<file path="src/rtl/cpu_read_mux_pkg.sv">
// -----------------------------------------------------------------------------
// cpu_read_mux_pkg
// Shared definitions for the Z80 read-data multiplexer:
//   - read-cycle FSM state encodings (ST_IDLE / ST_WAIT / ST_HOLD)
//   - source-select width and the SEL_BUS code meaning "S-100 bus data-in"
//   - default source index assignments on the CPU data-in selector
// -----------------------------------------------------------------------------
package cpu_read_mux_pkg;

    typedef enum logic [1:0] {
        ST_IDLE = 2'd0,
        ST_WAIT = 2'd1,
        ST_HOLD = 2'd2
    } state_t;

    // Select code width; codes 0..14 name a source, 15 names the bus.
    // This limits NUM_SRC to at most 15.
    localparam int              SEL_W   = 4;
    localparam logic [SEL_W-1:0] SEL_BUS = 4'hF;

    localparam int COLL_W = 8;

    // Default source indices, highest priority first.
    localparam int SRC_ROM      = 0;
    localparam int SRC_RESETJAM = 1;
    localparam int SRC_IDE      = 2;
    localparam int SRC_PORTCON  = 3;
    localparam int SRC_RAM      = 4;
    localparam int SRC_LED      = 5;
    localparam int SRC_IOBYTE   = 6;
    localparam int SRC_USBRXD   = 7;
    localparam int SRC_USBSTAT  = 8;

endpackage

</file>
<file path="src/rtl/cpu_read_mux_if.sv">
// -----------------------------------------------------------------------------
// cpu_read_mux_if
// Bundles the device data-out buses, CPU strobes and the CPU-facing results.
//   src_data   : flat source data, source i at [i*DATA_W +: DATA_W]
//   src_cs     : per-source selects, active high
//   bus_data   : S-100 bus data-in, used when no select is active
//   force_zero : reset-vector jam, overrides everything
//   z80_read   : CPU read strobe, active high
//   coll_clr   : clears collision flag and counter
//   out_data / data_valid / cpu_wait / coll_flag / coll_count : registered results
// master = driver of the inputs (CPU side / bench), slave = the multiplexer.
// -----------------------------------------------------------------------------
interface cpu_read_mux_if #(
    parameter int NUM_SRC = 10,
    parameter int DATA_W  = 8
);
    logic [NUM_SRC*DATA_W-1:0] src_data;
    logic [NUM_SRC-1:0]        src_cs;
    logic [DATA_W-1:0]         bus_data;
    logic                      force_zero;
    logic                      z80_read;
    logic                      coll_clr;
    logic [DATA_W-1:0]         out_data;
    logic                      data_valid;
    logic                      cpu_wait;
    logic                      coll_flag;
    logic [7:0]                coll_count;

    modport master (
        output src_data, src_cs, bus_data, force_zero, z80_read, coll_clr,
        input  out_data, data_valid, cpu_wait, coll_flag, coll_count
    );

    modport slave (
        input  src_data, src_cs, bus_data, force_zero, z80_read, coll_clr,
        output out_data, data_valid, cpu_wait, coll_flag, coll_count
    );
endinterface

</file>
<file path="src/rtl/cpu_read_mux_prio_enc.sv">
// -----------------------------------------------------------------------------
// prio_enc
// Combinational lowest-index priority encoder.
//   i_req   : request vector, bit 0 has the highest priority
//   o_idx   : index of the lowest set bit (0 when none set)
//   o_any   : at least one request set
//   o_multi : two or more requests set
// -----------------------------------------------------------------------------
module prio_enc #(
    parameter int N     = 10,
    parameter int IDX_W = 4
) (
    input  logic [N-1:0]     i_req,
    output logic [IDX_W-1:0] o_idx,
    output logic             o_any,
    output logic             o_multi
);

    always_comb begin
        o_idx   = '0;
        o_any   = 1'b0;
        o_multi = 1'b0;
        for (int i = 0; i < N; i++) begin
            if (i_req[i]) begin
                // First hit fixes the index; any later hit marks a collision.
                if (o_any) begin
                    o_multi = 1'b1;
                end else begin
                    o_idx = IDX_W'(i);
                end
                o_any = 1'b1;
            end
        end
    end

endmodule

</file>
<file path="src/rtl/cpu_read_mux.sv">
// -----------------------------------------------------------------------------
// cpu_read_mux
// Registered read-data multiplexer for the Z80 data-in port. At each read
// start (rising edge of z80_read) it picks the lowest-index active select (or
// the S-100 bus when none), waits that source's programmed number of cycles
// with cpu_wait asserted, captures the byte once and holds it with data_valid
// until the strobe drops. Chip-select collisions at read start are flagged
// and counted (saturating).
// Ports:
//   pll0_250MHz : clock
//   n_reset     : synchronous active-low reset
//   bus         : cpu_read_mux_if.slave (sources, strobes, registered outputs)
// -----------------------------------------------------------------------------
module cpu_read_mux
    import cpu_read_mux_pkg::*;
#(
    parameter int                        NUM_SRC  = 10,
    parameter int                        DATA_W   = 8,
    parameter int                        WAIT_W   = 4,
    parameter logic [NUM_SRC*WAIT_W-1:0] WAIT_CYC = '0
) (
    input logic           pll0_250MHz,
    input logic           n_reset,
    cpu_read_mux_if.slave bus
);

    state_t              r_state;
    state_t              w_nxt_state;
    logic                r_read_d;
    logic [SEL_W-1:0]    r_sel;
    logic [SEL_W-1:0]    w_idx;
    logic [SEL_W-1:0]    w_sel;
    logic [SEL_W-1:0]    w_cap_sel;
    logic                w_any;
    logic                w_multi;
    logic [WAIT_W-1:0]   r_cnt;
    logic [WAIT_W-1:0]   w_wait_n;
    logic                w_read_start;
    logic                w_load;
    logic                w_capture;
    logic                w_coll;
    logic [DATA_W-1:0]   r_data;
    logic                r_valid;
    logic                r_wait;
    logic                r_coll_flag;
    logic [COLL_W-1:0]   r_coll_count;

    function automatic logic [WAIT_W-1:0] wait_of(input logic [SEL_W-1:0] s);
        logic [WAIT_W-1:0] n;
        n = '0;  // the bus code has no wait states
        for (int i = 0; i < NUM_SRC; i++) begin
            if (s == SEL_W'(i)) n = WAIT_CYC[i*WAIT_W +: WAIT_W];
        end
        return n;
    endfunction

    function automatic logic [DATA_W-1:0] data_of(
        input logic [SEL_W-1:0]          s,
        input logic [NUM_SRC*DATA_W-1:0] srcs,
        input logic [DATA_W-1:0]         bus_d
    );
        logic [DATA_W-1:0] d;
        d = bus_d;
        for (int i = 0; i < NUM_SRC; i++) begin
            if (s == SEL_W'(i)) d = srcs[i*DATA_W +: DATA_W];
        end
        return d;
    endfunction

    function automatic logic [COLL_W-1:0] sat_inc(input logic [COLL_W-1:0] v);
        return (v == {COLL_W{1'b1}}) ? v : v + COLL_W'(1);
    endfunction

    // One encoder serves both source selection and collision detection.
    prio_enc #(
        .N     (NUM_SRC),
        .IDX_W (SEL_W)
    ) u_prio_enc (
        .i_req   (bus.src_cs),
        .o_idx   (w_idx),
        .o_any   (w_any),
        .o_multi (w_multi)
    );

    assign w_sel        = w_any ? w_idx : SEL_BUS;
    assign w_wait_n     = wait_of(w_sel);
    assign w_read_start = bus.z80_read & ~r_read_d;
    assign w_coll       = w_load & w_multi;

    always_ff @(posedge pll0_250MHz) begin
        if (!n_reset) begin
            r_state <= ST_IDLE;
        end else begin
            r_state <= w_nxt_state;
        end
    end

    // force_zero wins over everything, including a read start in IDLE.
    always_comb begin
        w_nxt_state = r_state;
        w_load      = 1'b0;
        w_capture   = 1'b0;
        w_cap_sel   = r_sel;
        if (bus.force_zero) begin
            w_nxt_state = ST_IDLE;
        end else begin
            case (r_state)
                ST_IDLE: begin
                    if (w_read_start) begin
                        w_load = 1'b1;
                        if (w_wait_n != '0) begin
                            w_nxt_state = ST_WAIT;
                        end else begin
                            // Zero-wait source: capture at the read-start edge.
                            w_capture   = 1'b1;
                            w_cap_sel   = w_sel;
                            w_nxt_state = ST_HOLD;
                        end
                    end
                end
                ST_WAIT: begin
                    if (!bus.z80_read) begin
                        w_nxt_state = ST_IDLE;  // abort, nothing captured
                    end else if (r_cnt == WAIT_W'(1)) begin
                        w_capture   = 1'b1;
                        w_nxt_state = ST_HOLD;
                    end
                end
                ST_HOLD: begin
                    if (!bus.z80_read) w_nxt_state = ST_IDLE;
                end
                default: w_nxt_state = ST_IDLE;
            endcase
        end
    end

    // Register stage: selection/count, captured byte, status and collisions.
    // cpu_wait and data_valid are derived from the next state so they line up
    // with the state register.
    always_ff @(posedge pll0_250MHz) begin
        if (!n_reset) begin
            r_read_d     <= 1'b0;
            r_sel        <= '0;
            r_cnt        <= '0;
            r_data       <= '0;
            r_valid      <= 1'b0;
            r_wait       <= 1'b0;
            r_coll_flag  <= 1'b0;
            r_coll_count <= '0;
        end else begin
            r_read_d <= bus.z80_read;
            r_wait   <= (w_nxt_state == ST_WAIT);
            r_valid  <= (w_nxt_state == ST_HOLD);

            if (w_load) begin
                r_sel <= w_sel;
                r_cnt <= w_wait_n;
            end else if (r_state == ST_WAIT && w_nxt_state == ST_WAIT) begin
                r_cnt <= r_cnt - WAIT_W'(1);
            end

            if (bus.force_zero) begin
                r_data <= '0;
            end else if (w_capture) begin
                r_data <= data_of(w_cap_sel, bus.src_data, bus.bus_data);
            end

            // A collision in the clearing cycle still registers as the first.
            if (bus.coll_clr) begin
                r_coll_flag  <= w_coll;
                r_coll_count <= w_coll ? COLL_W'(1) : '0;
            end else if (w_coll) begin
                r_coll_flag  <= 1'b1;
                r_coll_count <= sat_inc(r_coll_count);
            end
        end
    end

    assign bus.out_data   = r_data;
    assign bus.data_valid = r_valid;
    assign bus.cpu_wait   = r_wait;
    assign bus.coll_flag  = r_coll_flag;
    assign bus.coll_count = r_coll_count;

endmodule
</file>
<file path="src/flat_wrapper.sv">
// flat-port wrapper written by rule: the top's interface ports become plain ports
module cpu_read_mux_flat import cpu_read_mux_pkg::*;
#(
    parameter int                        NUM_SRC  = 10,
    parameter int                        DATA_W   = 8,
    parameter int                        WAIT_W   = 4,
    parameter logic [NUM_SRC*WAIT_W-1:0] WAIT_CYC = '0
)
  (pll0_250MHz, n_reset, bus_src_data, bus_src_cs, bus_bus_data, bus_force_zero, bus_z80_read, bus_coll_clr, bus_out_data, bus_data_valid, bus_cpu_wait, bus_coll_flag, bus_coll_count);
  cpu_read_mux_if #(.NUM_SRC(NUM_SRC), .DATA_W(DATA_W)) bus_i ();
  input logic pll0_250MHz;
  input logic n_reset;
  input wire logic [$bits(bus_i.src_data)-1:0] bus_src_data;
  input wire logic [$bits(bus_i.src_cs)-1:0] bus_src_cs;
  input wire logic [$bits(bus_i.bus_data)-1:0] bus_bus_data;
  input wire logic [$bits(bus_i.force_zero)-1:0] bus_force_zero;
  input wire logic [$bits(bus_i.z80_read)-1:0] bus_z80_read;
  input wire logic [$bits(bus_i.coll_clr)-1:0] bus_coll_clr;
  output wire logic [$bits(bus_i.out_data)-1:0] bus_out_data;
  output wire logic [$bits(bus_i.data_valid)-1:0] bus_data_valid;
  output wire logic [$bits(bus_i.cpu_wait)-1:0] bus_cpu_wait;
  output wire logic [$bits(bus_i.coll_flag)-1:0] bus_coll_flag;
  output wire logic [$bits(bus_i.coll_count)-1:0] bus_coll_count;
  assign bus_i.src_data = bus_src_data;
  assign bus_i.src_cs = bus_src_cs;
  assign bus_i.bus_data = bus_bus_data;
  assign bus_i.force_zero = bus_force_zero;
  assign bus_i.z80_read = bus_z80_read;
  assign bus_i.coll_clr = bus_coll_clr;
  assign bus_out_data = bus_i.out_data;
  assign bus_data_valid = bus_i.data_valid;
  assign bus_cpu_wait = bus_i.cpu_wait;
  assign bus_coll_flag = bus_i.coll_flag;
  assign bus_coll_count = bus_i.coll_count;
  cpu_read_mux #(.NUM_SRC(NUM_SRC), .DATA_W(DATA_W), .WAIT_W(WAIT_W), .WAIT_CYC(WAIT_CYC)) u_core (.pll0_250MHz(pll0_250MHz), .n_reset(n_reset), .bus(bus_i));
endmodule
</file>
<file path="config.mk">
export PLATFORM = sky130hd
export DESIGN_NAME = cpu_read_mux_flat
export DESIGN_NICKNAME = d
export VERILOG_FILES = /design/src/rtl/cpu_read_mux_pkg.sv /design/src/rtl/cpu_read_mux_if.sv /design/src/rtl/cpu_read_mux_prio_enc.sv /design/src/rtl/cpu_read_mux.sv /design/src/flat_wrapper.sv
export SDC_FILE = /design/constraint.sdc
export NUM_CORES = 1
export LEC_CHECK = 0
export ABC_AREA = 0
export BUFFER_PORTS_ARGS = -buffer_cell sky130_fd_sc_hd__buf_2
export CORE_UTILIZATION = 51
export CTS_BUF_LIST = sky130_fd_sc_hd__clkbuf_16
export CTS_CLUSTER_DIAMETER = 120
export CTS_CLUSTER_SIZE = 20
export DETAILED_ROUTE_END_ITERATION = 10
export PLACE_DENSITY_LB_ADDON = 0.15
export SETUP_SLACK_MARGIN = 0.02
export SLEW_MARGIN = 30
export SYNTH_ARGS = -nofsm -noshare
export SYNTH_HDL_FRONTEND = slang
export SYNTH_SLANG_ARGS = --single-unit
</file>
<file path="constraint.sdc">
create_clock -name pll0_250MHz -period 3.8 [get_ports pll0_250MHz]
set_clock_uncertainty 0.15 [all_clocks]
set_input_delay 0.38 -clock pll0_250MHz [delete_from_list [all_inputs] [get_ports pll0_250MHz]]
set_output_delay 0.38 -clock pll0_250MHz [all_outputs]
set_load 0.05 [all_outputs]
</file>
* Yosys cells after proc, flatten, opt, wreduce, memory -nomap -nowiden
Index checks and enable logic that the tools add are counted.
Operators by class: $add $sub $neg 2, $mul 0, divide/modulo/power cells 0, $lt $le $gt $ge 0, equality and inequality tests 16, shifts and indexed selects 0, mux-type cells 79, bitwise logic cells 4, reductions and logical operators 7
Operator list (count):
- 2-to-1 mux 8 bit | 13
- 2-to-1 mux 4 bit | 20
- 2-to-1 mux 1 bit | 39
- == test 4 x 3 -> 1 bit, second input constant | 4
- 2-to-1 mux 2 bit | 5
- adder 8 x 1 -> 8 bit, second input constant | 1
- == test 4 x 1 -> 1 bit, second input constant | 2
- == test 4 x 2 -> 1 bit, second input constant | 2
- == test 4 bit, second input constant | 2
- == test 8 bit, second input constant | 1
- case mux 2 bit (3 select lines) | 1
- == test 2 x 1 -> 1 bit, second input constant | 2
- == test 2 bit, second input constant | 2
- logical NOT 4 bit | 1
- OR reduction 2 bit | 2
- subtractor 4 x 1 -> 4 bit, second input constant | 1
- AND 1 bit | 2
- logical NOT 2 bit | 1
- != test 2 bit, second input constant | 1
- NOT 1 bit | 2
- case mux 1 bit (2 select lines) | 1
- AND reduction 2 bit | 1
- nonzero test 2 bit | 1
- logical AND 1 bit | 1
Storage, ports and cells: register bits 30, bits in latches 0, bits in writable memories 0, ROM bits 0, bits of input ports 103, memories kept 0

* Longest topological paths before layout
word-level depth 34, mapped depth 10, mapped depth without buffers 9

* By module
From an unflattened synthesis, not the netlist that was laid out.
Unflattened totals: cells, all modules 322, area, all modules 2511.2 µm²
By module, submodules not included:
- cpu_read_mux | times used 1, cells each 292, area an instance 2341.0 µm², seq. area each 600.6 µm²
- prio_enc | times used 1, cells each 30, area an instance 170.2 µm², seq. area each 0.0 µm²

* Worst setup path after synthesis
No wires, ideal clock.
path kind input to register, start point input bus_z80_read, end point register u_core.r_data[6] (netlist: u_core.bus.out_data[6]), arrival 2.216 ns, required time 3.522 ns, path slack 1.306 ns, cell stages on the path 9, path through nor3b_4 > nand2_4 > o41ai_4 > buf_6 > mux2i_1 > o21ai_0 > mux2_2 > o31ai_1 > o21ai_1
On the way: word-level cells in the longest chain between the ends 15, elaborated cells on any way between the ends 28, classes of those cells eq/ne: 9; mux: 17; bitwise: 1; reduce/logical: 1
RTL lines:
- start: declaration | line flat_wrapper.sv:17 | input wire logic [$bits(bus_i.z80_read)-1:0] bus_z80_read;
- AND 1 bit | line cpu_read_mux.sv:87 | assign w_read_start = bus.z80_read & ~r_read_d;
- 2-to-1 mux 4 bit | line cpu_read_mux.sv:109 | if (w_read_start) begin
- 2-to-1 mux 4 bit | line cpu_read_mux.sv:107 | case (r_state)
- 2-to-1 mux 4 bit | line cpu_read_mux.sv:104 | if (bus.force_zero) begin
- logical NOT 4 bit | line cpu_read_mux.sv:65 | if (s == SEL_W'(i)) d = srcs[i*DATA_W +: DATA_W];
- 2-to-1 mux 8 bit (10 in a row) | line cpu_read_mux.sv:65
- end signal: assignment | line cpu_read_mux.sv:165 | r_data <= data_of(w_cap_sel, bus.src_data, bus.bus_data);
- end: declaration | line cpu_read_mux.sv:42 | logic [DATA_W-1:0] r_data;
Several ways; a longest one is shown, not always the timed one. A chain may end at the register's enable or synchronous reset.

* Worst setup path after layout
start point register u_core.r_state[0], end point register u_core.r_data[4] (netlist: u_core.bus.out_data[4])
On the way: word-level cells in the longest chain between the ends 14, elaborated cells on any way between the ends 26, classes of those cells eq/ne: 10; mux: 14; reduce/logical: 2
RTL lines:
- start: declaration | line cpu_read_mux.sv:27 | state_t r_state;
- start signal: assignment | line cpu_read_mux.sv:94 | r_state <= w_nxt_state;
- logical NOT 2 bit | line cpu_read_mux.sv:107
- 2-to-1 mux 4 bit | line cpu_read_mux.sv:107
- 2-to-1 mux 4 bit | line cpu_read_mux.sv:104
- logical NOT 4 bit | line cpu_read_mux.sv:65
- 2-to-1 mux 8 bit (10 in a row) | line cpu_read_mux.sv:65
Several ways; a longest one is shown, not always the timed one.

==> impl_metrics.json <==
{
  "outcome": "complete, no violations",
  "reg2regPathDepth": 8,
  "synth-edff-count": 0,
  "core_um2": 4817,
  "dieArea_um2": 5393,
  "critPathArrivalTime_ns": 3.03,
  "cp-end-kind": "flop",
  "ctsRootBufferMaster": "clkbuf_16",
  "synth_top_area_share": 0.2308,
  "p_int_mw": 0.6503,
  "portBuffers": 121,
  "drc_errors": 0,
  "grt_pass1_vias": 2962,
  "grt_first_pass_wirelength_um": 13210,
  "die-width_um": 73.44,
  "p_clk_frac": 0.402,
  "ys_ff_latch": 30,
  "path_clk_slew_ns": 0.05,
  "synthAdderAreaFrac": 0.02212,
  "swShare": 0.2876,
  "r2r_setup_slack_ns": 0.78,
  "drtPass1Iterations": 6,
  "syn_area_per_cell_um2": 7.500,
  "grt_max_degree": 20,
  "fin_crit_ns": 3.019,
  "synth_largest_area_cell": "dfxtp_1",
  "routed_wl_um": 8490,
  "synthCells": 347,
  "synth_compound_area_frac": 0.3197,
  "async_flop_share": 0,
  "ys_warn_count": 0,
  "slew_headroom": 0.3383,
  "fill_cells": 438,
  "setup.worst_path.class": "reg2reg",
  "p_seq_frac": 0.356,
  "num_vias": 3168,
  "layout-drive-gt1-share": 0.3269,
  "holdPathStages": 2,
  "worstMarginPinSlew_ns": 0.9901,
  "maxCapViolations": 0,
  "hold_viol_final": 0,
  "initial_utilization": 0.5403,
  "synth_xor_area_frac": 0.02692,
  "htreeDepth": 2,
  "cts.path.max_buffers": 2,
  "final.setup.tns_ns": 0,
  "pwr-share-comb": 0.242,
  "grt_overflow_total": 0,
  "finalCritPeriodShare": 0.7944,
  "syn_area_um2": 2602,
  "synth_area_leaders": "dfxtp_1 23%, nor2_1 6.6%, mux2i_1 6.2%",
  "num_rows": 25,
  "synth_top_family_by_area": "compound AO/OA/AOI/OAI gates",
  "whs_ns": 0.2289,
  "antenna_left": 0,
  "cts_tree": "built",
  "setup_viol": 0,
  "synth_fp_nets": 453,
  "nets": 570,
  "cts_hold_buf": 0,
  "grt.total_usage": 0.3172,
  "avgRoutedWirePerCell_um": 15.96,
  "antenna_cells": 0,
  "numCtsBuffers": 5,
  "numClockSinks": 30,
  "synth_mux_area_frac": 0.07019,
  "die_y_um": 73.44,
  "yosysSeqAreaShare": 0.2308,
  "r2r_end": "u_core.bus.out_data[4]",
  "syn2layout_area_growth_pct": 29.57,
  "worstPathMaxFanout": 19,
  "hold_class": "in2reg",
  "rsz0062_at_grt": "false",
  "io_pins": 122,
  "power_density_nw_per_um2": 270.7,
  "cts_setup_buffers": 0,
  "hpwlAfterDp_um": 6698,
  "drt_iter0_drc": 246,
  "worstPathRequired_ns": 3.81,
  "crit_path_start_kind": "flop",
  "leakage_nw": 1.407,
  "hold_end": "u_core.r_read_d",
  "min_from": "bus_z80_read",
  "cts_resized": 0,
  "synth_cell_type_count": 73,
  "viasPerCell": 5.955,
  "switchingPower_mw": 0.2625,
  "peakVddDrop_mv": 0.2693,
  "fmax_mhz": 331.3,
  "slew_violations": 0,
  "gp_congestion": 0.9697,
  "synthSimpleGateAreaFrac": 0.2822,
  "clock_latency_ns": 0.27,
  "rr_startpoint": "u_core.r_state[0]",
  "synthFlopType": "dfxtp_1",
  "antenna_found_initial": 0
}
-- cell type report --
| cell class | instances | area [um^2] | share of cell area |
|---|---|---|---|
| Clock buffer | 5 | 125.1 | 0.03711 |
| Clock inverter | 3 | 12.51 | 0.003711 |
| Inverter | 10 | 37.54 | 0.01113 |
| Multi-Input combinational cell | 292 | 1877 | 0.5566 |
| Sequential cell | 30 | 600.6 | 0.1781 |
| Tap cell | 67 | 83.83 | 0.02486 |
| Timing Repair Buffer | 125 | 635.6 | 0.1885 |
-- registers in the layout, indices dropped and copies added, names as in the netlist, 2 cells and up --
name and count:
u_core.bus.coll_count 8, u_core.bus.out_data 8, u_core.r_cnt 4, u_core.r_sel 4, u_core.r_state 2
-- cells by family (layout without fill, tap and decap cells) --
logic type | after synthesis | after routing
AOI/OAI and AO/OA | 115 | 115
xor gates and xnor gates | 8 | 8
muxes | 18 | 18
and+or+nand+nor | 146 | 146
DFF | 30 | 30
buffers and inverters | 25 | 143
adders and majority gates | 5 | 5
-- synthesized netlist by cell type, types with 7 or more instances --
| cell type | n |
|---|---|
| o22ai_1 | 8 |
| mux2i_1 | 16 |
| a21oi_1 | 25 |
| nand3_1 | 10 |
| nor2_1 | 46 |
| clkbuf_1 | 7 |
| inv_1 | 10 |
| o21ai_0 | 23 |
| dfxtp_1 | 30 |
| nor3_1 | 17 |
| nand2_1 | 33 |
| xor2_1 | 7 |
-- how the worst max path moves through the flow --
stage / from / to
finish: u_core.r_state[0] / u_core.bus.out_data[4]
global route: u_core.r_state[1] / u_core.bus.out_data[1]
CTS: u_core.r_state[1] / u_core.bus.out_data[1]
detailed placement: bus_src_cs[7] / u_core.bus.out_data[1]
global placement: bus_src_cs[7] / u_core.bus.out_data[1]
floorplan: bus_z80_read / u_core.bus.out_data[6]
-- per-stage QoR --
stage               setup slack (ns)  instance area, um^2  total power [mW]  std cells  utilization
finish                        0.7814                 3372            0.9128        532       0.7000
global placement              0.6193                 3234            0.5460        524       0.6714
detailed placement            0.5750                 3234            0.5473        524       0.6714
CTS                           0.8167                 3372            0.9148        532       0.7000
floorplan                      1.306                 2603            0.4564        347            -
global route                  0.5491                 3372            0.9498        532       0.7000
-- per-layer routing --
metal	wire [um]	track usage	up-vias
met5	0	0	-
met4	167	0.1047	0
met3	774	0.07407	20
met2	4103	0.5628	172
met1	3444	0.3752	1440
li1	-	-	1536
-- power by group through the flow --
stage	clock network (mW)	logic, mW	registers [mW]
2_1_floorplan	0	0.114	0.342
3_3_place_gp	0	0.215	0.331
3_5_place_dp	0	0.216	0.331
4_1_cts	0.373	0.217	0.325
5_1_grt	0.386	0.238	0.325
6_report	0.367	0.221	0.325
-- placed cells by master, fill, tap and decap left out, types with 3 or more instances in the layout --
| cell type | synthesis | routed |
|---|---|---|
| and2_1 | 5 | 5 |
| inv_1 | 10 | 11 |
| and3_1 | 3 | 3 |
| buf_2 | 4 | 121 |
| a31oi_1 | 4 | 4 |
| xor2_1 | 7 | 7 |
| o21ai_0 | 23 | 23 |
| a211oi_1 | 4 | 4 |
| o221ai_1 | 4 | 4 |
| nand3_1 | 10 | 10 |
| nand2_1 | 33 | 33 |
| dfxtp_1 | 30 | 30 |
| a21oi_1 | 25 | 25 |
| nor3_1 | 17 | 17 |
| o31ai_1 | 4 | 4 |
| ha_1 | 3 | 3 |
| clkbuf_16 | 0 | 5 |
| nor2_1 | 46 | 46 |
| a221oi_1 | 3 | 3 |
| mux2i_1 | 16 | 16 |
| buf_4 | 2 | 4 |
| nand2b_1 | 6 | 6 |
| nor2b_1 | 5 | 5 |
| o21ai_1 | 4 | 4 |
| o22ai_1 | 8 | 8 |
-- worst max-delay path: stages (launching register included) --
cell and delay (ns):
dfxtp_1 0.35, nor2_1 0.35, nand2_4 0.23, o41ai_4 0.74
buf_4 0.36, nor2_1 0.11, o311ai_1 0.34, and3_1 0.20
o21ai_1 0.06
Note: power is estimated with default switching activity, not from simulation.
